<file path="src/rtl/mef_controle_rega_if.sv">
// rtl/mef_controle_rega_if.sv - sensor/command bundle between the irrigation environment and mef_controle_rega
interface mef_controle_rega_if;
    logic       tick;
    logic [1:0] nivel;
    logic       umidade_baixa;
    logic       adubo_req;
    logic       erro;
    logic       rec;
    logic [1:0] mef1;
    logic [1:0] limpeza;
    logic       VE;
    logic       critico;
    logic       falha;

    modport master (
        output tick, nivel, umidade_baixa, adubo_req, erro, rec,
        input  mef1, limpeza, VE, critico, falha
    );

    modport slave (
        input  tick, nivel, umidade_baixa, adubo_req, erro, rec,
        output mef1, limpeza, VE, critico, falha
    );
endinterface

</file>
<file path="src/rtl/mef_controle_rega.sv">
// rtl/mef_controle_rega.sv - irrigation phase sequencer (idle/fill/irrigate/clean/fault), fertilizer dosing under MEF_REGA_ADUBO_EN
module mef_controle_rega #(
    parameter int unsigned T_REGA  = 10,
    parameter int unsigned T_LIMPA = 4,
    parameter int unsigned T_ADUBO = 3
) (
    input  logic               clk,
    input  logic               rst_n,
    mef_controle_rega_if.slave bus
);
    typedef enum logic [2:0] {S_IDLE, S_ENCHE, S_REGA, S_LIMPA, S_FALHA} state_t;

    localparam logic [7:0] T_REGA_C  = 8'(T_REGA);
    localparam logic [7:0] T_LIMPA_C = 8'(T_LIMPA);

    if (T_REGA < 1 || T_REGA > 255 || T_LIMPA < 1 || T_LIMPA > 255 ||
        T_ADUBO < 1 || T_ADUBO > T_LIMPA) begin : g_bad_params
        $error("mef_controle_rega: timing parameters out of range");
    end

    state_t     state_q, state_d;
    logic [7:0] cnt_q, cnt_d, cnt_inc;
    logic       erro_q, erro_d;
    logic [1:0] mef1_q, mef1_d;
    logic [1:0] limpeza_q, limpeza_d;
    logic       ve_q, ve_d;
    logic       critico_q, critico_d;
    logic       falha_q, falha_d;
    logic       dose_d;

    assign cnt_inc = cnt_q + 8'd1;

    // erro_q remembers erro from the previous REGA cycle; two in a row latch the fault
    always_comb begin
        state_d = state_q;
        cnt_d   = cnt_q;
        erro_d  = 1'b0;
        case (state_q)
            S_IDLE: begin
                if (bus.nivel <= 2'b01)    state_d = S_ENCHE;
                else if (bus.umidade_baixa) state_d = S_REGA;
            end
            S_ENCHE: begin
                if (bus.nivel == 2'b11) state_d = S_IDLE;
            end
            S_REGA: begin
                erro_d = bus.erro;
                if (bus.tick) cnt_d = cnt_inc;
                if (bus.erro && erro_q)                   state_d = S_FALHA;
                else if (bus.nivel == 2'b00)              state_d = S_ENCHE;
                else if (bus.tick && cnt_inc == T_REGA_C) state_d = S_LIMPA;
            end
            S_LIMPA: begin
                if (bus.tick) begin
                    cnt_d = cnt_inc;
                    if (cnt_inc == T_LIMPA_C) state_d = S_IDLE;
                end
            end
            S_FALHA: begin
                if (bus.rec && !bus.erro) state_d = S_IDLE;
            end
            default: state_d = S_IDLE;
        endcase
        if (state_d != state_q) begin
            cnt_d  = 8'd0;
            erro_d = 1'b0;
        end
    end

`ifdef MEF_REGA_ADUBO_EN
    localparam logic [7:0] T_ADUBO_C = 8'(T_ADUBO);

    logic pend_q, pend_d;
    logic entra_limpa;

    assign entra_limpa = (state_d == S_LIMPA) && (state_q != S_LIMPA);

    // a request arriving on the entry edge itself is served by this cleaning, not the next
    always_comb begin
        pend_d = pend_q | (bus.adubo_req && (state_q != S_FALHA));
        dose_d = limpeza_q[0];
        if (state_q == S_LIMPA && bus.tick && cnt_inc >= T_ADUBO_C) dose_d = 1'b0;
        if (entra_limpa) begin
            dose_d = pend_q | bus.adubo_req;
            pend_d = 1'b0;
        end
    end

    always_ff @(posedge clk) begin
        if (!rst_n) pend_q <= 1'b0;
        else        pend_q <= pend_d;
    end
`else
    assign dose_d = 1'b0;
`endif

    always_comb begin
        case (state_d)
            S_ENCHE: mef1_d = 2'b01;
            S_LIMPA: mef1_d = 2'b10;
            S_REGA:  mef1_d = 2'b11;
            default: mef1_d = 2'b00;
        endcase
        limpeza_d = {state_d == S_LIMPA, (state_d == S_LIMPA) && dose_d};
        ve_d      = (state_d == S_ENCHE);
        falha_d   = (state_d == S_FALHA);
        critico_d = (bus.nivel != 2'b00);
    end

    always_ff @(posedge clk) begin
        if (!rst_n) begin
            state_q   <= S_IDLE;
            cnt_q     <= 8'd0;
            erro_q    <= 1'b0;
            mef1_q    <= 2'b00;
            limpeza_q <= 2'b00;
            ve_q      <= 1'b0;
            critico_q <= 1'b0;
            falha_q   <= 1'b0;
        end else begin
            state_q   <= state_d;
            cnt_q     <= cnt_d;
            erro_q    <= erro_d;
            mef1_q    <= mef1_d;
            limpeza_q <= limpeza_d;
            ve_q      <= ve_d;
            critico_q <= critico_d;
            falha_q   <= falha_d;
        end
    end

    assign bus.mef1    = mef1_q;
    assign bus.limpeza = limpeza_q;
    assign bus.VE      = ve_q;
    assign bus.critico = critico_q;
    assign bus.falha   = falha_q;
endmodule
</file>
<file path="src/flat_wrapper.sv">
// flat-port wrapper written by rule: the top's interface ports become plain ports
module mef_controle_rega_flat 
#(
    parameter int unsigned T_REGA  = 10,
    parameter int unsigned T_LIMPA = 4,
    parameter int unsigned T_ADUBO = 3
)
  (clk, rst_n, bus_tick, bus_nivel, bus_umidade_baixa, bus_adubo_req, bus_erro, bus_rec, bus_mef1, bus_limpeza, bus_VE, bus_critico, bus_falha);
  mef_controle_rega_if bus_i ();
  input  logic clk;
  input  logic rst_n;
  input wire logic [$bits(bus_i.tick)-1:0] bus_tick;
  input wire logic [$bits(bus_i.nivel)-1:0] bus_nivel;
  input wire logic [$bits(bus_i.umidade_baixa)-1:0] bus_umidade_baixa;
  input wire logic [$bits(bus_i.adubo_req)-1:0] bus_adubo_req;
  input wire logic [$bits(bus_i.erro)-1:0] bus_erro;
  input wire logic [$bits(bus_i.rec)-1:0] bus_rec;
  output wire logic [$bits(bus_i.mef1)-1:0] bus_mef1;
  output wire logic [$bits(bus_i.limpeza)-1:0] bus_limpeza;
  output wire logic [$bits(bus_i.VE)-1:0] bus_VE;
  output wire logic [$bits(bus_i.critico)-1:0] bus_critico;
  output wire logic [$bits(bus_i.falha)-1:0] bus_falha;
  assign bus_i.tick = bus_tick;
  assign bus_i.nivel = bus_nivel;
  assign bus_i.umidade_baixa = bus_umidade_baixa;
  assign bus_i.adubo_req = bus_adubo_req;
  assign bus_i.erro = bus_erro;
  assign bus_i.rec = bus_rec;
  assign bus_mef1 = bus_i.mef1;
  assign bus_limpeza = bus_i.limpeza;
  assign bus_VE = bus_i.VE;
  assign bus_critico = bus_i.critico;
  assign bus_falha = bus_i.falha;
  mef_controle_rega #(.T_REGA(T_REGA), .T_LIMPA(T_LIMPA), .T_ADUBO(T_ADUBO)) u_core (.clk(clk), .rst_n(rst_n), .bus(bus_i));
endmodule
</file>
<file path="config.mk">
export PLATFORM = sky130hd
export DESIGN_NAME = mef_controle_rega_flat
export DESIGN_NICKNAME = d
export VERILOG_FILES = /design/src/rtl/mef_controle_rega_if.sv /design/src/rtl/mef_controle_rega.sv /design/src/flat_wrapper.sv
export SDC_FILE = /design/constraint.sdc
export NUM_CORES = 1
export LEC_CHECK = 0
export CORE_MARGIN = 2
export CORE_UTILIZATION = 40
export CTS_CLUSTER_DIAMETER = 30
export CTS_CLUSTER_SIZE = 25
export DETAILED_ROUTE_END_ITERATION = 8
export PLACE_DENSITY = 0.67
export SKIP_LAST_GASP = 1
export SLEW_MARGIN = 20
export SYNTH_ARGS = -nofsm -noshare
export SYNTH_HDL_FRONTEND = slang
export SYNTH_SLANG_ARGS = --single-unit
</file>
<file path="constraint.sdc">
create_clock -name clk -period 6.6 [get_ports clk]
set_clock_uncertainty 0.1 [all_clocks]
set_input_delay 0.99 -clock clk [delete_from_list [all_inputs] [get_ports clk]]
set_output_delay 0.99 -clock clk [all_outputs]
set_load 0.02 [all_outputs]
</file>
==> results of run 1 <==
==> cells in the final DEF (no fill, tap or decap), types with 3 or more instances in the layout <==
| cell type | n |
|---|---|
| sky130_fd_sc_hd__a21oi_1 | 5 |
| sky130_fd_sc_hd__and2_1 | 4 |
| sky130_fd_sc_hd__clkbuf_4 | 3 |
| sky130_fd_sc_hd__clkdlybuf4s50_1 | 13 |
| sky130_fd_sc_hd__dfxtp_1 | 18 |
| sky130_fd_sc_hd__inv_1 | 4 |
| sky130_fd_sc_hd__nand2_1 | 10 |
| sky130_fd_sc_hd__nand3_1 | 4 |
| sky130_fd_sc_hd__nand4_1 | 6 |
| sky130_fd_sc_hd__nor2_1 | 22 |
| sky130_fd_sc_hd__o21ai_0 | 6 |
| sky130_fd_sc_hd__xnor2_1 | 3 |
| sky130_fd_sc_hd__xor2_1 | 4 |
==> layer usage <==
metal	GRT usage, %	part of all wire [%]
met3	5.37	6.6
met1	18.6	45
met2	26.7	47
met4	4.70	0.88
met5	0	0
==> registers in the layout (all words and copies together) (netlist names) <==
signal              cells
u_core.bus.VE           1
u_core.bus.critico      1
u_core.bus.falha        1
u_core.bus.limpeza      1
u_core.bus.mef1         2
u_core.cnt_q            8
u_core.erro_q           1
u_core.state_q          3
==> worst min path at each step <==
stage | slack (ps) | cells past startpoint | endpoint
detailed placement | 450 | 2 | u_core.cnt_q[6]$_SDFFE_PP0P_
global route | 510 | 2 | u_core.cnt_q[7]$_SDFFE_PP0P_
CTS | 480 | 2 | u_core.cnt_q[6]$_SDFFE_PP0P_
floorplan | 420 | 2 | u_core.cnt_q[6]$_SDFFE_PP0P_
global placement | 450 | 2 | u_core.cnt_q[6]$_SDFFE_PP0P_
finish | 470 | 2 | u_core.cnt_q[1]$_SDFFE_PP0P_
==> per-stage QoR <==
step | power (mW) | hold WS (ps) | setup slack (ps) | util, % | cells
2_1_floorplan | 0.139 | 418 | 3860 | - | 118
3_3_place_gp | 0.152 | 446 | 3130 | 49.9 | 157
3_5_place_dp | 0.152 | 451 | 3110 | 49.9 | 157
4_1_cts | 0.222 | 480 | 3440 | 51.5 | 161
5_1_grt | 0.229 | 508 | 3320 | 51.5 | 161
6_report | 0.218 | 474 | 3460 | 51.5 | 161
==> cell type report <==
class                   count  area (um2)  area share (%)
inverters                   4        15.0            1.30
well taps                  28        35.0            3.04
clock buffers               4        36.3            3.15
multi-input cells          94         574            49.9
repair buffers             13         130            11.3
flip-flops and latches     18         360            31.3
==> power groups by stage <==
| stage | logic (mW) | clock network (mW) | registers [mW] |
|---|---|---|---|
| 2_1_floorplan | 0.0181 | 0 | 0.120 |
| 3_3_place_gp | 0.0344 | 0 | 0.118 |
| 3_5_place_dp | 0.0345 | 0 | 0.118 |
| 4_1_cts | 0.0348 | 0.0714 | 0.115 |
| 5_1_grt | 0.0382 | 0.0748 | 0.116 |
| 6_report | 0.0345 | 0.0680 | 0.115 |
==> critical path, stage by stage <==
cell	delay, ps
sky130_fd_sc_hd__clkdlybuf4s50_1	520
sky130_fd_sc_hd__or3b_1	360
sky130_fd_sc_hd__or4_4	530
sky130_fd_sc_hd__a31oi_2	270
sky130_fd_sc_hd__a2111oi_2	110
sky130_fd_sc_hd__o21ai_2	340
sky130_fd_sc_hd__a211oi_1	90
==> logic make-up (layout without fill, tap and decap cells) <==
logic type,Yosys count,count (layout)
AOI/OAI and AO/OA,23,23
DFF,18,18
xor gates and xnor gates,7,7
other,1,1
adders and majority gates,2,2
buffers and inverters,6,21
and+or+nand+nor,61,61
==> metrics.cfg, run 1 <==
[run_status]
outcome = finished clean

[layout]
syn2layout_area_growth_pct = 19.8
final_nets = 145
antenna-diode-count = 0
fillers = 224
drive_above_1_share_pct = 6.77
post-route-cell-area_mm2 = 0.00115

[hold_path]
hold_class = flip-flop to flip-flop
worst_hold_startpoint = u_core.cnt_q[1]$_SDFFE_PP0P_

[clock_tree]
cts_tree = yes
cts_hold_repair.buffers = 0
cts_setup_buffers = 0
cts.sinks = 18
post_cts_resize_count = 0
clk_root_buffer_cell = sky130_fd_sc_hd__clkbuf_4
insertion_delay_ps = 290
cts-htree-levels = 1
numCtsBuffers = 3
clk_path_buf_depth = 2
cts.reportedPaths.clkPinSlew_ps = 100

[global_route]
grt_max_degree = 11
number_of_antenna_violations_at_the_first_check_in_global_routing = 0
global_route_overflow = 0
first_global_vias = 759
globalRouteTotalUtil_pct = 15.7
grt_pass1_wl_um = 3220

[drt]
drt_first_pass_iters = 4
routed_wl_um = 1920
ant_nets = 0
detail_route.drc_violations = 0
post_drt_via_cell_ratio = 5.42
route.detailed.wl_per_inst_um = 11.9
drt_first_iter_violations = 30
route.vias.total = 873

[critical_path]
worstReg2RegStart = u_core.cnt_q[0]$_SDFFE_PP0P_
timing.critical_path.from_type = input port
worst_setup_path_startpoint = bus_tick
setup.worst_path.end_class = flip-flop
timing.critical_path.to = u_core.cnt_q[1]$_SDFFE_PP0P_
path_class = input port to flip-flop
regToRegSetupSlack_ps = 4230
critPathMaxFanout = 8
worst-endpoint-arrival_ps = 3220
required_ps = 6680
worstReg2RegEnd = u_core.cnt_q[1]$_SDFFE_PP0P_
ff2ff_path_depth = 6

[timing]
setup_viol = 0
fin_crit_sh_pct = 47.6
grt_setup_unrepaired = false
hold_fails_final_rpt = 0
drv_slew = 0
tns_ps = 0
max_clock_freq_mhz = 318
finalWorstPathRequiredPeriod_ps = 3140

[floorplanning]
placeableCoreArea_mm2 = 0.00223
floorplan.rows = 17
floorplan.die_area_mm2 = 0.00281
io_pins = 16
fp.dieH_um = 53.0
floorplan.initialDensity_pct = 43.0
fp.dieW_um = 53.0

[pwr]
comb_power_share_pct = 15.8
sw_frac_of_total_pct = 25.7
internal_power_uw = 162
share_seq_of_total_power_pct = 53.0
clockPowerShare_pct = 31.2
irDropWorstVdd_mv = 0.151
switchingPower_uw = 56.0
power.leakage_nw = 0.395
cellPowerDensity_mw_per_mm2 = 189

[yosys]
synth_simple_gate_area_share_pct = 33.5
yosys.area_share.adder_pct = 2.60
postSynth.topFlopCell = sky130_fd_sc_hd__dfxtp_1
synth_area_leader = sky130_fd_sc_hd__dfxtp_1
syn_nets = 129
yosysMostFrequentCell = sky130_fd_sc_hd__nor2_1
synth_largest_type_area_fraction_pct = 37.5
synth_compound_area_share_pct = 16.9
number_of_storage_elements_in_the_synthesis_netlist = 18
yosys-mux-area-fraction_pct = 0
asyncSetResetFlopFracSynth_pct = 0
ys.warnings.count = 0
dominant_combinational_cell_family_by_area_after_synthesis = simple AND/OR/NAND/NOR gates
synth_edf_count = 0
synth.distinct_cells = 37
synth_sequential_area_ratio_pct = 37.5
synthXorXnorAreaFrac_pct = 6.38
syn_area_um2 = 961
synth.top_cells.by_count = 22 x sky130_fd_sc_hd__nor2_1, 18 x sky130_fd_sc_hd__dfxtp_1, 10 x sky130_fd_sc_hd__nand2_1, 6 x sky130_fd_sc_hd__nand4_1, 6 x sky130_fd_sc_hd__o21ai_0
synthesis.area_per_instance_um2 = 8.14
synthCells = 118
yosys-top-cells-area = sky130_fd_sc_hd__dfxtp_1 38%, sky130_fd_sc_hd__nor2_1 8.6%, sky130_fd_sc_hd__nand2_1 3.9%, sky130_fd_sc_hd__nand4_1 3.9%, sky130_fd_sc_hd__xor2_1 3.6%

[place]
portBuffers = 13
dpl-instance-area_mm2 = 0.00111
place_hpwl_um = 1420
global_placer_s_final_weighted_congestion = 0.896

[flow_run]
cap_violations = 0

Note: power is estimated with default switching activity, not from simulation.
==> run 2, diff against run 1 <==
--- a/config.mk
+++ b/config.mk
@@ -10,7 +10,7 @@
 export CTS_CLUSTER_DIAMETER = 30
 export CTS_CLUSTER_SIZE = 25
 export DETAILED_ROUTE_END_ITERATION = 8
-export PLACE_DENSITY = 0.67
+export PLACE_DENSITY = 0.69
 export SKIP_LAST_GASP = 1
 export SLEW_MARGIN = 20
 export SYNTH_ARGS = -nofsm -noshare
==> constraint.sdc (replaced) <==
create_clock -name clk -period 2.5 [get_ports clk]
set_clock_uncertainty 0.1 [all_clocks]
set_input_delay 0.375 -clock clk [delete_from_list [all_inputs] [get_ports clk]]
set_output_delay 0.375 -clock clk [all_outputs]
set_load 0.02 [all_outputs]
==> run 2 against run 1 <==
Compared with the run above:
- combinational power increased to 2.9 times the previous value
- power is 150% higher
- worst hold slack better by 6.7 ps
- die area did not move
- routed wire length grew 2.4%
- final cell count increased by 3.7%
- first-iteration DRC count down 60%
- register-to-register slack worse by 4000 ps
- sequential power rose to 2.6 times the previous value
- count of clock-buffer cells in the layout down 1
- critical endpoint is now u_core.cnt_q[5]$_SDFFE_PP0P_
==> metrics.cfg, run 2 (same netlist as run 1, synthesis figures left out) <==
[drt]
post_drt_via_cell_ratio = 5.46  ; +0.60%
detail_route.drc_violations = 0  ; unchanged
drt_first_iter_violations = 12  ; -60%
routed_wl_um = 1970  ; +2.4%
route.vias.total = 911  ; +4.4%
drt_first_pass_iters = 4  ; unchanged
route.detailed.wl_per_inst_um = 11.8  ; -1.3%
ant_nets = 0  ; unchanged

[critical_path]
critical_path.top_delay_family = simple AND/OR/NAND/NOR gates
critPathMaxFanout = 4  ; -4
path_cells = clkdlybuf4s50_1 -> or3b_1 -> or4_4 -> a31oi_2 -> a2111oi_2 -> o21ai_2 -> buf_4 -> nor2_1
crit_path_top_delay_cell = sky130_fd_sc_hd__or4_4
worst-endpoint-arrival_ps = 2470  ; -750 ps
critPathMaxStageDelay_ps = 530  ; about the same
setup.worst_path.end_class = flip-flop
path_buf_inv = 2  ; +1
timing.critical_path.from_type = input port
path_class = input port to flip-flop
required_ps = 2580  ; -4100 ps

[clock_tree]
clk_path_buf_depth = 2  ; unchanged
cts.sinks = 18  ; unchanged
post_cts_resize_count = 0  ; unchanged
cts_hold_repair.buffers = 0  ; unchanged
numCtsBuffers = 3  ; unchanged
cts_setup_buffers = 0  ; unchanged
cts.reportedPaths.clkPinSlew_ps = 100  ; about the same
cts-htree-levels = 1  ; unchanged
clk_root_buffer_cell = sky130_fd_sc_hd__clkbuf_4
cts_tree = yes
insertion_delay_ps = 290  ; about the same

[floorplanning]
floorplan.die_area_mm2 = 0.00281  ; unchanged
io_pins = 16  ; unchanged
fp.dieH_um = 53.0  ; unchanged
floorplan.rows = 17  ; unchanged
placeableCoreArea_mm2 = 0.00223  ; unchanged
fp.dieW_um = 53.0  ; unchanged
floorplan.initialDensity_pct = 43.0  ; unchanged

[layout]
most_common_cell_after_layout_fill_and_taps_aside = sky130_fd_sc_hd__nor2_1
largest_register_ff_count = 8  ; unchanged
post_layout_nonfiller_instances = 167  ; +3.7%
drive_above_1_share_pct = 10.8  ; +4.0 points
syn2layout_area_growth_pct = 23.8
registers.top_by_ff_count = u_core.cnt_q
fillers = 222  ; -0.89%
post-route-cell-area_mm2 = 0.00119  ; +3.4%
commonest_cells_after_routing_fill_and_taps_aside = 22 x sky130_fd_sc_hd__nor2_1, 18 x sky130_fd_sc_hd__dfxtp_1, 13 x sky130_fd_sc_hd__clkdlybuf4s50_1
antenna-diode-count = 0  ; unchanged
final_nets = 152  ; +4.8%

[place]
global_placer_s_final_weighted_congestion = 0.907  ; +1.2%
dpl-instance-area_mm2 = 0.00117  ; +4.7%
portBuffers = 13  ; unchanged
place_hpwl_um = 1560  ; +9.7%
dp.cells = 164  ; +4.5%

[global_route]
first_global_vias = 884  ; +16%
grt_max_degree = 10  ; -1
grt_pass1_wl_um = 3480  ; +8.1%
number_of_antenna_violations_at_the_first_check_in_global_routing = 0  ; unchanged
global_route_overflow = 0  ; unchanged
globalRouteTotalUtil_pct = 16.8  ; +1.0 points

[run_status]
outcome = finished clean

[timing]
max_clock_freq_mhz = 419
setup_viol = 0  ; unchanged
hold_fails_final_rpt = 0  ; unchanged
fin_hold_ws_ps = 481  ; +6.65 ps
finalWorstPathRequiredPeriod_ps = 2380
grt_setup_unrepaired = false
fin_crit_sh_pct = 95.4
drv_slew = 0  ; unchanged

[flow_run]
cap_violations = 0  ; unchanged

[pwr]
power.leakage_nw = 0.422  ; +7.0%
cellPowerDensity_mw_per_mm2 = 457  ; +140%
irDropWorstVdd_mv = 0.307  ; +100%

[hold_path]
hold_class = flip-flop to flip-flop

==> run 2: changes by cell type in the layout (fill, tap and decap cells not counted), sizes merged <==
cell,change
clkbuf,-1
buf,+7
==> run 2: final timing paths <==
| path | startpoint | to | slack, ps | cells after the start |
|---|---|---|---|---|
| setup / recovery | bus_tick | u_core.cnt_q[5]$_SDFFE_PP0P_ | 120 | 8 |
| hold / removal | u_core.cnt_q[7]$_SDFFE_PP0P_ | u_core.cnt_q[7]$_SDFFE_PP0P_ | 480 | 2 |
| setup reg to reg | u_core.cnt_q[7]$_SDFFE_PP0P_ | u_core.cnt_q[5]$_SDFFE_PP0P_ | 280 | 7 |
| hold reg to reg | u_core.cnt_q[7]$_SDFFE_PP0P_ | u_core.cnt_q[7]$_SDFFE_PP0P_ | 480 | 2 |
==> run 2: routing by layer <==
metal | wire length, um | vias up | GRT usage, %
met3 | 76 | 6 | 3.95
met4 | 50 | 0 | 9.83
li1 | - | 461 | -
met1 | 884 | 429 | 18.5
met2 | 955 | 15 | 29.0
met5 | 0 | - | 0
==> run 2: per-stage QoR <==
step           total power, mW  worst slack, ps  util (%)  setup TNS [ps]
2_1_floorplan            0.366              371         -               0
3_3_place_gp             0.409             -178      52.3           -1570
3_5_place_dp             0.410             -201      52.3           -1930
4_1_cts                  0.548              110      53.3               0
5_1_grt                  0.575             11.9      53.3               0
6_report                 0.543              115      53.3               0
==> run 2: report_power, final <==
group	leakage [nW]	switching (mW)	internal [mW]
Combinational	0.262	0.0516	0.0487
Clock	0.0138	0.0832	0.0560
Sequential	0.147	0.00710	0.297
==> run 2: final cells by class <==
| type | instances | area (um2) | area share (%) |
|---|---|---|---|
| Inverter | 4 | 15.0 | 1.26 |
| Timing Repair Buffer | 20 | 183 | 15.4 |
| Tap cell | 28 | 35.0 | 2.94 |
| Clock buffer | 3 | 22.5 | 1.89 |
| Multi-Input combinational cell | 94 | 574 | 48.3 |
| Sequential cell | 18 | 360 | 30.3 |
==> run 2: worst min-delay path, stage by stage, from the launching register on <==
cell                      delay, ps
sky130_fd_sc_hd__dfxtp_1        350
sky130_fd_sc_hd__xnor2_1        160
sky130_fd_sc_hd__nor2_1          40
